[src/rtl/io_pkg.sv]
// rtl/io_pkg.sv - shared defaults, interrupt FSM encoding and status bit indices
package io_pkg;

  localparam int WIDTH_DEF = 8;
  localparam int DEPTH_DEF = 4;

  typedef enum logic [1:0] {
    IDLE    = 2'd0,
    ASSERT  = 2'd1,
    SERVICE = 2'd2
  } int_state_t;

  localparam int ST_TX_OVERRUN  = 0;
  localparam int ST_RX_UNDERRUN = 1;
  localparam int ST_RX_OVERFLOW = 2;

endpackage

[src/rtl/io_port_ctrl_if.sv]
// rtl/io_port_ctrl_if.sv - CPU and device side signals of io_port_ctrl
// Ports: none; the signal bundle is split into a slave modport (the controller)
// and a master modport (the CPU/device side driving it).
interface io_port_ctrl_if
  import io_pkg::*;
#(
  parameter int WIDTH = WIDTH_DEF,
  parameter int PTR_W = $clog2(DEPTH_DEF)
);

  logic [WIDTH-1:0] cpu_data_out;
  logic             cpu_wr;
  logic             cpu_rd;
  logic [WIDTH-1:0] cpu_data_in;
  logic             interrupt;
  logic             int_ack;
  logic [WIDTH-1:0] dev_rx_data;
  logic             dev_rx_valid;
  logic             dev_rx_ready;
  logic [WIDTH-1:0] dev_tx_data;
  logic             dev_tx_valid;
  logic             dev_tx_ready;
  logic [PTR_W:0]   rx_count;
  logic [2:0]       status;

  modport slave (
    input  cpu_data_out, cpu_wr, cpu_rd, int_ack,
    input  dev_rx_data, dev_rx_valid, dev_tx_ready,
    output cpu_data_in, interrupt, dev_rx_ready,
    output dev_tx_data, dev_tx_valid, rx_count, status
  );

  modport master (
    output cpu_data_out, cpu_wr, cpu_rd, int_ack,
    output dev_rx_data, dev_rx_valid, dev_tx_ready,
    input  cpu_data_in, interrupt, dev_rx_ready,
    input  dev_tx_data, dev_tx_valid, rx_count, status
  );

endinterface

[src/rtl/io_fifo.sv]
// rtl/io_fifo.sv - synchronous FIFO with count-derived full/empty
// Ports: clk, reset (async high); push/din write the tail; pop advances the
// head; head is the combinational oldest entry; count, full, empty report
// occupancy. Push while full and pop while empty are ignored.
module io_fifo
  import io_pkg::*;
#(
  parameter int WIDTH = WIDTH_DEF,
  parameter int DEPTH = DEPTH_DEF,
  localparam int AW   = $clog2(DEPTH)
) (
  input  logic             clk,
  input  logic             reset,
  input  logic             push,
  input  logic             pop,
  input  logic [WIDTH-1:0] din,
  output logic [WIDTH-1:0] head,
  output logic [AW:0]      count,
  output logic             full,
  output logic             empty
);

  logic [WIDTH-1:0] mem [DEPTH];
  logic [AW-1:0]    wr_ptr;
  logic [AW-1:0]    rd_ptr;
  logic             do_push;
  logic             do_pop;

  assign full    = (count == (AW+1)'(DEPTH));
  assign empty   = (count == '0);
  assign do_push = push && !full;
  assign do_pop  = pop && !empty;
  assign head    = mem[rd_ptr];

  // Pointers are exactly log2(DEPTH) wide, so increment wraps modulo DEPTH.
  always_ff @(posedge clk or posedge reset) begin
    if (reset) begin
      wr_ptr <= '0;
      rd_ptr <= '0;
      count  <= '0;
    end else begin
      if (do_push) wr_ptr <= wr_ptr + 1'b1;
      if (do_pop)  rd_ptr <= rd_ptr + 1'b1;
      case ({do_push, do_pop})
        2'b10:   count <= count + 1'b1;
        2'b01:   count <= count - 1'b1;
        default: count <= count;
      endcase
    end
  end

  // Storage needs no reset: stale entries are unreachable once pointers clear.
  always_ff @(posedge clk) begin
    if (do_push) mem[wr_ptr] <= din;
  end

endmodule

[src/rtl/io_port_ctrl.sv]
// rtl/io_port_ctrl.sv - CPU I/O port: RX/TX byte FIFOs, interrupt FSM, status
// Ports: clk, reset (async high); bus (slave modport) carries the CPU side
// (cpu_data_out/cpu_wr/cpu_rd/cpu_data_in/interrupt/int_ack), the device side
// (dev_rx_*/dev_tx_* valid/ready streams), rx_count and sticky status flags.
module io_port_ctrl
  import io_pkg::*;
#(
  parameter int WIDTH = WIDTH_DEF,
  parameter int DEPTH = DEPTH_DEF,
  parameter int PTR_W = $clog2(DEPTH)
) (
  input  logic           clk,
  input  logic           reset,
  io_port_ctrl_if.slave  bus
);

  logic [WIDTH-1:0] rx_head;
  logic [PTR_W:0]   rx_cnt;
  logic             rx_full;
  logic             rx_empty;
  logic             rx_pop;
  logic [PTR_W:0]   tx_cnt;
  logic             tx_full;
  logic             tx_empty;
  logic             unused_tx_cnt;
  int_state_t       state;

  // A pop frees a slot only after the edge, so a full FIFO never accepts a
  // same-cycle push; likewise a device pop never rescues a CPU write to full TX.
  assign bus.dev_rx_ready = !rx_full;
  assign bus.dev_tx_valid = !tx_empty;
  assign bus.rx_count     = rx_cnt;
  assign rx_pop           = bus.cpu_rd && !rx_empty;
  assign unused_tx_cnt    = ^tx_cnt;

  io_fifo #(.WIDTH(WIDTH), .DEPTH(DEPTH)) u_rx_fifo (
    .clk   (clk),
    .reset (reset),
    .push  (bus.dev_rx_valid),
    .pop   (rx_pop),
    .din   (bus.dev_rx_data),
    .head  (rx_head),
    .count (rx_cnt),
    .full  (rx_full),
    .empty (rx_empty)
  );

  io_fifo #(.WIDTH(WIDTH), .DEPTH(DEPTH)) u_tx_fifo (
    .clk   (clk),
    .reset (reset),
    .push  (bus.cpu_wr),
    .pop   (bus.dev_tx_ready),
    .din   (bus.cpu_data_out),
    .head  (bus.dev_tx_data),
    .count (tx_cnt),
    .full  (tx_full),
    .empty (tx_empty)
  );

  // Read data and sticky error flags. A read of an empty FIFO never bypasses a
  // byte being pushed on the same edge.
  always_ff @(posedge clk or posedge reset) begin
    if (reset) begin
      bus.cpu_data_in <= '0;
      bus.status      <= 3'b000;
    end else begin
      if (rx_pop) bus.cpu_data_in <= rx_head;
      if (bus.cpu_wr && tx_full)        bus.status[ST_TX_OVERRUN]  <= 1'b1;
      if (bus.cpu_rd && rx_empty)       bus.status[ST_RX_UNDERRUN] <= 1'b1;
      if (bus.dev_rx_valid && rx_full)  bus.status[ST_RX_OVERFLOW] <= 1'b1;
    end
  end

  // Interrupt FSM: SERVICE suppresses re-assertion until RX drains completely.
  always_ff @(posedge clk or posedge reset) begin
    if (reset) begin
      state         <= IDLE;
      bus.interrupt <= 1'b0;
    end else begin
      case (state)
        IDLE: begin
          if (rx_cnt != '0) begin
            state         <= ASSERT;
            bus.interrupt <= 1'b1;
          end
        end
        ASSERT: begin
          if (bus.int_ack) begin
            state         <= SERVICE;
            bus.interrupt <= 1'b0;
          end
        end
        SERVICE: begin
          if (rx_cnt == '0) state <= IDLE;
        end
        default: begin
          state         <= IDLE;
          bus.interrupt <= 1'b0;
        end
      endcase
    end
  end

endmodule

[src/flat_wrapper.sv]
// flat-port wrapper written by rule: the top's interface ports become plain ports
module io_port_ctrl_flat import io_pkg::*;
#(
  parameter int WIDTH = WIDTH_DEF,
  parameter int DEPTH = DEPTH_DEF,
  parameter int PTR_W = $clog2(DEPTH)
)
  (clk, reset, bus_cpu_data_out, bus_cpu_wr, bus_cpu_rd, bus_int_ack, bus_dev_rx_data, bus_dev_rx_valid, bus_dev_tx_ready, bus_cpu_data_in, bus_interrupt, bus_dev_rx_ready, bus_dev_tx_data, bus_dev_tx_valid, bus_rx_count, bus_status);
  io_port_ctrl_if #(.WIDTH(WIDTH), .PTR_W(PTR_W)) bus_i ();
  input  logic clk;
  input  logic reset;
  input wire logic [$bits(bus_i.cpu_data_out)-1:0] bus_cpu_data_out;
  input wire logic [$bits(bus_i.cpu_wr)-1:0] bus_cpu_wr;
  input wire logic [$bits(bus_i.cpu_rd)-1:0] bus_cpu_rd;
  input wire logic [$bits(bus_i.int_ack)-1:0] bus_int_ack;
  input wire logic [$bits(bus_i.dev_rx_data)-1:0] bus_dev_rx_data;
  input wire logic [$bits(bus_i.dev_rx_valid)-1:0] bus_dev_rx_valid;
  input wire logic [$bits(bus_i.dev_tx_ready)-1:0] bus_dev_tx_ready;
  output wire logic [$bits(bus_i.cpu_data_in)-1:0] bus_cpu_data_in;
  output wire logic [$bits(bus_i.interrupt)-1:0] bus_interrupt;
  output wire logic [$bits(bus_i.dev_rx_ready)-1:0] bus_dev_rx_ready;
  output wire logic [$bits(bus_i.dev_tx_data)-1:0] bus_dev_tx_data;
  output wire logic [$bits(bus_i.dev_tx_valid)-1:0] bus_dev_tx_valid;
  output wire logic [$bits(bus_i.rx_count)-1:0] bus_rx_count;
  output wire logic [$bits(bus_i.status)-1:0] bus_status;
  assign bus_i.cpu_data_out = bus_cpu_data_out;
  assign bus_i.cpu_wr = bus_cpu_wr;
  assign bus_i.cpu_rd = bus_cpu_rd;
  assign bus_i.int_ack = bus_int_ack;
  assign bus_i.dev_rx_data = bus_dev_rx_data;
  assign bus_i.dev_rx_valid = bus_dev_rx_valid;
  assign bus_i.dev_tx_ready = bus_dev_tx_ready;
  assign bus_cpu_data_in = bus_i.cpu_data_in;
  assign bus_interrupt = bus_i.interrupt;
  assign bus_dev_rx_ready = bus_i.dev_rx_ready;
  assign bus_dev_tx_data = bus_i.dev_tx_data;
  assign bus_dev_tx_valid = bus_i.dev_tx_valid;
  assign bus_rx_count = bus_i.rx_count;
  assign bus_status = bus_i.status;
  io_port_ctrl #(.WIDTH(WIDTH), .DEPTH(DEPTH), .PTR_W(PTR_W)) u_core (.clk(clk), .reset(reset), .bus(bus_i));
endmodule
[config.mk]
export PLATFORM = sky130hd
export DESIGN_NAME = io_port_ctrl_flat
export DESIGN_NICKNAME = d
export VERILOG_FILES = /design/src/rtl/io_pkg.sv /design/src/rtl/io_port_ctrl_if.sv /design/src/rtl/io_fifo.sv /design/src/rtl/io_port_ctrl.sv /design/src/flat_wrapper.sv
export SDC_FILE = /design/constraint.sdc
export NUM_CORES = 1
export LEC_CHECK = 0
export ABC_CLOCK_PERIOD_IN_PS = 2450
export BUFFER_PORTS_ARGS = -buffer_cell sky130_fd_sc_hd__buf_2
export CAP_MARGIN = 20
export CELL_PAD_IN_SITES_DETAIL_PLACEMENT = 2
export CELL_PAD_IN_SITES_GLOBAL_PLACEMENT = 2
export CORE_ASPECT_RATIO = 1.75
export CORE_MARGIN = 1
export CORE_UTILIZATION = 44
export CTS_BUF_LIST = sky130_fd_sc_hd__clkbuf_8
export DETAILED_ROUTE_END_ITERATION = 8
export GPL_ROUTABILITY_DRIVEN = 0
export PLACE_DENSITY = 0.92
export SLEW_MARGIN = 40
export SYNTH_ARGS = -nofsm -noshare
export SYNTH_HDL_FRONTEND = slang
export SYNTH_SLANG_ARGS = --single-unit
[constraint.sdc]
create_clock -name clk -period 2.45 [get_ports clk]
set_input_delay 0.49 -clock clk [delete_from_list [all_inputs] [get_ports clk]]
set_output_delay 0.49 -clock clk [all_outputs]
set_load 0.005 [all_outputs]
## Yosys cells after proc, flatten, opt, wreduce, memory -nomap -nowiden

Memory sizes are Yosys's and may differ from the RTL's. A register that Yosys moved wholly into a read port is not among the register bits.
Cells that the tools add are included.

- Bits in registers: 20
- Bits in latches: 0
- Bits in writable memories: 64
- ROM bits: 0
- Output and inout port bits: 25
- Memories: 2

Memories:

| name | words | bits a word | read ports | clocked after memory_dff | write ports | line | source |
|---|---|---|---|---|---|---|---|
| u_core.u_rx_fifo.mem | 4 | 8 | 1 | 1 | 1 | io_fifo.sv:23 | `logic [WIDTH-1:0] mem [DEPTH];` |
| u_core.u_tx_fifo.mem | 4 | 8 | 1 | 0 | 1 | io_fifo.sv:23 |  |

- Add/subtract/negate cells: 8
- Multipliers: 0
- Div/mod/pow operators: 0
- Magnitude comparators: 0
- Eq/ne operators: 11
- Shift-type cells: 0
- Mux-type cells: 13
- Bitwise logic cells: 1
- Reductions and logical operators: 20

Operator list:

| kind | count |
|---|---|
| one-hot mux 3 bit (2 select lines) | 2 |
| adder 2 x 1 -> 2 bit, second input constant | 4 |
| logical AND 1 bit | 8 |
| adder 3 x 1 -> 3 bit, second input constant | 2 |
| == test 2 x 1 -> 1 bit, second input constant | 3 |
| == test 2 bit, second input constant | 3 |
| == test 3 bit, second input constant | 2 |
| zero test 3 bit | 2 |
| two-way mux 1 bit | 6 |
| two-way mux 2 bit | 3 |
| one-hot mux 2 bit (3 select lines) | 1 |
| AND reduction 3 bit | 2 |
| subtractor 3 x 1 -> 3 bit, second input constant | 2 |
| zero test 1 bit | 4 |
| != test 2 x 1 -> 1 bit, second input constant | 2 |
| nonzero test 2 bit | 2 |
| one-hot mux 1 bit (3 select lines) | 1 |
| nonzero test 3 bit | 1 |
| zero test 2 bit | 1 |
| != test 2 bit, second input constant | 1 |
| inverter 1 bit | 1 |

## Longest topological paths before layout

Gate-level depths: netlist (run 1).

- Depth in word-level cells: 6
- Mapped depth: 10
- Depth with buffers taken out: 9

## Cells and area by module

Synthesis (run 1) repeated with hierarchy kept, for this count alone.

- Cell total of the unflattened synthesis: 199
- Area, all modules: 3782.4 um^2

By module, submodules not included:

| module | times used | cells an instance | area an instance (um^2) | sequential area each (um^2) |
|---|---|---|---|---|
| io_fifo | 2 | 80 | 1596.5 | 1136.1 |
| io_port_ctrl | 1 | 39 | 589.3 | 350.3 |

## Worst setup path before layout (run 1)

OpenSTA, ideal clock, no wires.

- Kind: register to register
- From: reg u_core.u_rx_fifo.count[0]
- To: reg u_core.u_rx_fifo.count[2]
- Arrival time: 1.902 ns
- Required time: 2.371 ns
- Path slack: 0.469 ns
- Cell stages (with the launch flop): 10
- Buffers on the path: 0
- Cell sequence: dfrtp_1 -> nor3b_1 -> nor2b_1 -> inv_1 -> ha_1 -> inv_1 -> fa_1 -> xor2_1 -> nor2_1 -> xor2_1

- Cells in the longest elaborated chain, start to end: 6
- Elaborated cells on any way between the ends: 13
- Classes of those cells: add/sub: 2; eq/ne: 3; mux: 1; reduce/logical: 7

RTL lines:

| item | line | source |
|---|---|---|
| from (decl) | io_fifo.sv:18 | `output logic [AW:0] count,` |
| from (signal assigned) | io_fifo.sv:45 | `2'b10: count <= count + 1'b1;` |
| from (signal assigned) | io_fifo.sv:46 | `2'b01: count <= count - 1'b1;` |
| from (signal assigned) | io_fifo.sv:47 | `default: count <= count;` |
| zero test 3 bit | io_fifo.sv:30 | `assign empty = (count == '0);` |
| zero test 1 bit | io_fifo.sv:32, io_port_ctrl.sv:33 |  |
| logical AND 1 bit | io_port_ctrl.sv:33 | `assign rx_pop = bus.cpu_rd && !rx_empty;` |
| logical AND 1 bit | io_fifo.sv:32 | `assign do_pop = pop && !empty;` |
| == test 2 x 1 -> 1 bit or == test 2 bit (tied branches) | io_fifo.sv:44 | `case ({do_push, do_pop})` |
| one-hot mux 3 bit (2 select lines) or nonzero test 2 bit (tied branches) | - |  |

Parallel ways exist; a longest one is shown, timed or not.
A chain may end at the register's enable or synchronous reset.

## Final worst setup path (run 1)

- From: reg u_core.u_tx_fifo.rd_ptr[0]
- To: out bus_dev_tx_data[4]

- Cells in the longest elaborated chain, start to end: 1

RTL lines:

| item | line | source |
|---|---|---|
| from (decl) | io_fifo.sv:25 | `logic [AW-1:0] rd_ptr;` |
| from (signal assigned) | io_fifo.sv:43 | `if (do_pop) rd_ptr <= rd_ptr + 1'b1;` |
| memory (4 x 8 bit) | - |  |
| to (decl) | flat_wrapper.sv:22 | `output wire logic [$bits(bus_i.dev_tx_data)-1:0] bus_dev_tx_data;` |

No other way between the ends.

==> summary.txt, run 1 <==
Logic synthesis
  – Compound-Gate Fraction of Synth Area: 1.83%
  – Syn Nets: 234
  – Post-synthesis xor/xnor area fraction: 2.85%
  – YS warnings: 0
  – Post-Synth Simple-Gate Area: 3.81%
  – Largest family of logic cells by synthesized area: multiplexers
  – Post-synth top area cell: edfxtp_1
  – Synth Area per Inst: 18.5 sq um
  – Distinct cells, synth: 29
  – Yosys reg bits: 92
  – Top cell type's share of synthesized area: 52.2%
  – Mapped cell area: 3680 sq um
  – Syn Inst Count: 199
  – Seq/Total Area, Yosys: 71.2%
  – Largest cells by area after synthesis: edfxtp_1, dfrtp_1, mux4_2, ha_1, mux2_2
  – Multiplexer share of the synthesized area: 13.1%
  – Adder-Cell Fraction of Synth Area: 4.49%

Worst setup path
  – Crit path DAT: 1770 ps
  – Required time of the critical path: 1960 ps
  – CP Launch Point: u_core.u_tx_fifo.rd_ptr[0]$_DFFE_PP0P_
  – Crit path max fanout: 9
  – Worst R2R Setup Slack: 210 ps
  – Critical Path Source Type: register
  – FF-to-FF Start: u_core.u_rx_fifo.count[0]$_DFFE_PP0P_
  – WS Path Type: register to output pin
  – Element type at the critical path end: output pin
  – Reg2reg path depth: 9

Placement
  – Dpl ws: 211 ps
  – Hpwl dp: 5.06 mm
  – Cell Area, Placed: 4020 sq um
  – Placed insts: 334
  – IO Port Bufs: 47

GRT
  – Initial antenna violation count: 0
  – Vias in the first global route: 2127
  – Largest net degree at the start of global routing: 29
  – Grt total ovfl: 0
  – Total GRT Usage: 17.2%
  – First-pass GRT wire length: 10.9 mm

Run
  – Max Cap Viol: 0

Clocking
  – Maximum clock path buffer count: 2
  – Clock Latency Late Sink: 360 ps
  – Post_cts resized: 0
  – Post-CTS Setup Inserts: 0
  – CTS tree: built
  – CTS Buf Count: 9
  – Sink Count: 92
  – CTS Hold Bufs: 0
  – CTS Root Cell: clkbuf_8
  – CTS clk-pin slew, worst paths: 100 ps
  – H-tree levels: 3

Power and ir drop
  – Peak VDD IR: 627 uV
  – PD cells: 1200 nW/um^2
  – Static Leak: 1.65 nW
  – Tot Pwr: 5.10 mW

Routing
  – Pre-antenna DRT Iters: 9
  – Routed WL per cell: 18.8 um
  – Initial DRC count: 92
  – DRT Wirelength: 6.59 mm
  – Antenna Nets Post-Route: 0
  – Post-DR vias/cell: 5.21
  – Vias: 1824
  – Remaining routing DRC violations: 6

Hold path
  – Min-Delay Path Class: input port to async pin

Die
  – Core box area: 8020 sq um
  – Die X: 71.2 um
  – Placement Rows: 43
  – Initial Util: 45.9%
  – Die Area: 8750 sq um
  – Die height: 123 um
  – # IOs: 48

Timing
  – Unrepaired setup endpoints after global routing: false
  – # setup viols final: 0
  – Slew headroom: 57.2%
  – Crit share post-route: 92.4%
  – Tmin final: 2260 ps
  – Fin Setup TNS: 0 ps
  – Layout Skew: 8.24 ps
  – Worst hold slack: 187 ps
  – Worst Tran Pin Value: 642 ps
  – Final worst setup slack: 187 ps
  – Fin. Hold Viols: 0
  – FMAX: 0.442 GHz
  – Final slew viol count: 0

Cells and area
  – Nets: 290
  – Layout cells sized above 1: 36.2%
  – Register area: 2620 sq um
  – Area grow syn2layout: 15.4%
  – Fillers: 708
  – Final Core Density: 53.0%
  – Non-Filler Instances: 350
  – Area of the multi-input gates: 961 sq um
  – Post-route cell area: 4250 sq um
  – Diodes inserted: 0

Status
  – Failing checks: design-rule violations
  – Status: complete, but fails checks
-- cell usage after synthesis --
library cell	n
buf_2	1
edfxtp_1	64
o21ai_0	3
ha_1	10
a21boi_1	1
buf_6	2
xor2_1	5
o21bai_1	1
nand2_8	1
mux2_2	10
a21oi_1	1
fa_1	2
o31a_1	1
nand3_1	2
mux4_2	16
nor2b_1	1
buf_1	2
a21o_1	1
xnor2_1	7
or3_1	2
nand2_1	4
a31o_2	1
a211oi_1	1
nor3b_1	1
mux2i_1	1
dfrtp_1	28
nor2_1	5
and2_1	8
inv_1	17
-- power by group --
group | total [mW] | internal, mW | switching [mW]
clock | 1.15 | 0.594 | 0.555
combinational | 1.44 | 0.792 | 0.643
sequential | 2.52 | 2.14 | 0.381
total | 5.10 | 3.52 | 1.58
-- placed cells by master, fill, tap and decap left out, drive strengths merged, types with 2 or more instances in the layout --
cell    instances
or3             2
ha             10
nand3           2
edfxtp         64
fa              2
nor2            5
mux4           16
buf            50
inv            20
o21ai           3
dfrtp          28
clkbuf          9
xnor2           7
mux2           10
bufinv          2
nand2           5
and2            8
xor2            5
-- worst paths after layout --
check	to
max	bus_dev_tx_data[4]
max in group asynchronous	u_core.u_tx_fifo.rd_ptr[0]$_DFFE_PP0P_
min	u_core.bus.status[1]$_DFFE_PP0P_
min in group clk	u_core.bus.status[2]$_DFFE_PP0P_
min reg2reg	u_core.bus.status[2]$_DFFE_PP0P_
max reg2reg	u_core.u_rx_fifo.count[2]$_DFFE_PP0P_
-- routing by layer --
layer	global-route usage [%]	wire, um	up-vias
met5	0	0	-
met1	18.8	2430	938
met4	7.88	96	0
met3	3.34	189	8
li1	-	-	844
met2	31.7	3880	34
-- flip-flops by register name, indices dropped and copies added, names as in the netlist --
| name | flops |
|---|---|
| u_core.u_rx_fifo.mem | 32 |
| u_core.u_tx_fifo.mem | 32 |
| u_core.bus.cpu_data_in | 8 |
| u_core.bus.status | 3 |
| u_core.u_rx_fifo.count | 3 |
| u_core.u_tx_fifo.count | 3 |
| u_core.state | 2 |
| u_core.u_rx_fifo.rd_ptr | 2 |
| u_core.u_rx_fifo.wr_ptr | 2 |
| u_core.u_tx_fifo.rd_ptr | 2 |
| u_core.u_tx_fifo.wr_ptr | 2 |
| u_core.bus.interrupt | 1 |
-- critical path: stages (launching register included) --
cell     delay, ps
dfrtp_1        700
mux4_2         580
buf_2          150
-- cell type report --
cell class / instances / share of cell area (%)
inverters: 17 / 1.50
flip-flops and latches: 92 / 61.7
well taps: 90 / 2.65
clock buffers: 9 / 2.92
clock inverters: 7 / 2.53
multi-input cells: 85 / 22.6
repair buffers: 50 / 6.07
-- cell families after synthesis --
logic type / count (synthesis)
AND/OR/NAND/NOR: 24
AO/OA/AOI/OAI: 10
flip-flops: 92
XOR/XNOR: 12
multiplexers: 27
buffers and inverters: 22
adder cells (fa/ha/maj): 12
No activity file was read; power rests on OpenSTA's default activity.
==> run 2, diff against run 1 <==
--- a/config.mk
+++ b/config.mk
@@ -12,11 +12,11 @@
 export CELL_PAD_IN_SITES_GLOBAL_PLACEMENT = 2
 export CORE_ASPECT_RATIO = 1.75
 export CORE_MARGIN = 1
-export CORE_UTILIZATION = 44
+export CORE_UTILIZATION = 40
 export CTS_BUF_LIST = sky130_fd_sc_hd__clkbuf_8
 export DETAILED_ROUTE_END_ITERATION = 8
 export GPL_ROUTABILITY_DRIVEN = 0
-export PLACE_DENSITY = 0.92
+export PLACE_DENSITY = 0.86
 export SLEW_MARGIN = 40
 export SYNTH_ARGS = -nofsm -noshare
 export SYNTH_HDL_FRONTEND = slang
==> constraint.sdc (replaced) <==
create_clock -name clk -period 2.45 [get_ports clk]
set_input_delay 0.49 -clock clk [delete_from_list [all_inputs] [get_ports clk]]
set_output_delay 0.49 -clock clk [all_outputs]
set_load 0.05 [all_outputs]
==> run 2 against run 1 <==
The run now ends clean; clock-buffer cell count did not move; setup slack improved by 71 ps; die area rose by 9.8%; sequential share of layout area rose by 0.10 points; cell area fell by 0.12%; final cell count rose by 8.6%; maximum frequency rose by 3.2%; clock power fell by 18%; power rose by 11%; global-route usage fell by 0.64 points; register-to-register slack improved by 50 ps; critical path depth rose by 5; largest power group unchanged.
==> summary.txt, run 2 (synthesized netlist as in run 1, its figures left out) <==
Status
  – Status: complete, no violations

Power and ir drop
  – Static Leak: 1.62 nW
  – PD cells: 1340 nW/um^2
  – Peak VDD IR: 648 uV

Clocking
  – Clock Latency Late Sink: 370 ps
  – H-tree levels: 3
  – CTS tree: built
  – CTS Hold Bufs: 0
  – Sink Count: 92
  – CTS clk-pin slew, worst paths: 90 ps
  – Maximum clock path buffer count: 2
  – CTS Buf Count: 9
  – CTS Root Cell: clkbuf_8

Cells and area
  – Post-route cell area: 4240 sq um
  – Top flop regs: u_core.u_rx_fifo.mem (32), u_core.u_tx_fifo.mem (32), u_core.bus.cpu_data_in (8)
  – Diodes inserted: 0
  – Layout cells sized above 1: 36.5%
  – Non-Filler Instances: 380
  – Commonest non-fill, non-tap cells in the layout: edfxtp_1, buf_2, dfrtp_1
  – Nets: 290
  – Fillers: 886
  – Most common cell after layout, fill and taps aside: edfxtp_1
  – Area grow syn2layout: 15.3%

Routing
  – Initial DRC count: 87
  – Vias: 1855
  – Pre-antenna DRT Iters: 4
  – DRT Wirelength: 6.78 mm
  – Routed WL per cell: 17.8 um
  – Antenna Nets Post-Route: 0
  – Remaining routing DRC violations: 0
  – Post-DR vias/cell: 4.88

Worst setup path
  – Worst path most repeated cell: inv_1
  – Slowest cell on crit path: or3_1
  – CP cell instances: or3_1 -> nand2_8 -> inv_1 -> ha_1 -> inv_1 -> fa_1 -> o21ai_0
  – WS Path Type: register to register
  – Element type at the critical path end: register
  – Crit path DAT: 2470 ps
  – Slowest stage delay, CP: 550 ps
  – Critical Path Source Type: register
  – Required time of the critical path: 2730 ps
  – Crit path max fanout: 10
  – Worst R2R Setup Slack: 260 ps

GRT
  – Total GRT Usage: 16.5%
  – Grt total ovfl: 0
  – Largest net degree at the start of global routing: 29
  – Initial antenna violation count: 0
  – First-pass GRT wire length: 11.2 mm
  – Vias in the first global route: 2220

Timing
  – Final slew viol count: 0
  – Slew headroom: 59.9%
  – # setup viols final: 0
  – Fin Setup TNS: 0 ps
  – Layout Skew: 6.04 ps
  – Unrepaired setup endpoints after global routing: false
  – Fin. Hold Viols: 0
  – Worst Tran Pin Value: 601 ps
  – FMAX: 0.456 GHz
  – Crit share post-route: 89.5%
  – Tmin final: 2190 ps

Placement
  – IO Port Bufs: 47
  – Hpwl dp: 5.14 mm
  – Placed insts: 364
  – Cell Area, Placed: 4060 sq um

Hold path
  – Min-Delay Path Class: input port to async pin

Die
  – Die X: 74.5 um
  – Die height: 129 um
  – Initial Util: 41.0%
  – Core box area: 8980 sq um
  – Die Area: 9610 sq um
  – # IOs: 48
  – Placement Rows: 46

Run
  – Max Cap Viol: 0
[run 2: final cells by class]
type	count	area, sq um	share of cell area, %
flip-flops and latches	92	2620	61.8
multi-input cells	85	966	22.8
repair buffers	50	258	6.07
well taps	120	150	3.54
clock buffers	9	124	2.92
inverters	17	63.8	1.50
clock inverters	7	58.8	1.39
[run 2: final timing paths]
| check | startpoint | endpoint | depth (start not counted) |
|---|---|---|---|
| max in group asynchronous | reset | u_core.u_tx_fifo.rd_ptr[0]$_DFFE_PP0P_ | 3 |
| min in group clk | bus_dev_rx_valid | u_core.bus.status[2]$_DFFE_PP0P_ | 2 |
| setup reg to reg | u_core.u_rx_fifo.count[0]$_DFFE_PP0P_ | u_core.u_rx_fifo.count[1]$_DFFE_PP0P_ | 7 |
| hold reg to reg | u_core.bus.status[2]$_DFFE_PP0P_ | u_core.bus.status[2]$_DFFE_PP0P_ | 1 |
| setup / recovery | u_core.u_rx_fifo.count[0]$_DFFE_PP0P_ | u_core.u_rx_fifo.count[1]$_DFFE_PP0P_ | 7 |
| hold / removal | reset | u_core.state[1]$_DFFE_PP0P_ | 3 |
[run 2: metal layers]
layer  track usage, %  up-vias  part of all wire, %
li1                 -      843                    -
met4             8.99        0                  2.6
met3             3.21       11                  3.4
met2             29.8       40                   58
met5                0        -                    0
met1             17.5      961                   36
[run 2: worst max-delay path: cells and delay by family (launching register included)]
kind	cells	cell delay, ps
AOI/OAI and AO/OA	1	180
adders and majority gates	2	600
buffers and inverters	2	140
DFF	1	440
and+or+nand+nor	2	740
[run 2: power breakdown]
part / internal, mW / total [mW] / switching [mW]
Combinational: 0.805 / 2.22 / 1.41
Clock: 0.384 / 0.945 / 0.561
Sequential: 2.14 / 2.51 / 0.369
Total: 3.33 / 5.67 / 2.34
[run 2: timing repair]
item	in CTS	in global routing
setup endpoints to repair	0	8
gates resized for setup	0	2
buffers inserted	0	0
[run 2: stage by stage]
step | util [%] | hold WS, ps | power (mW) | setup slack, ps
floorplan | - | 447 | 4.22 | 198
global placement | 45.2 | 449 | 4.66 | 353
detailed placement | 45.2 | 447 | 4.82 | 179
CTS | 47.2 | 181 | 5.78 | 43.6
global route | 47.3 | 202 | 6.02 | 84.7
finish | 47.3 | 182 | 5.67 | 258
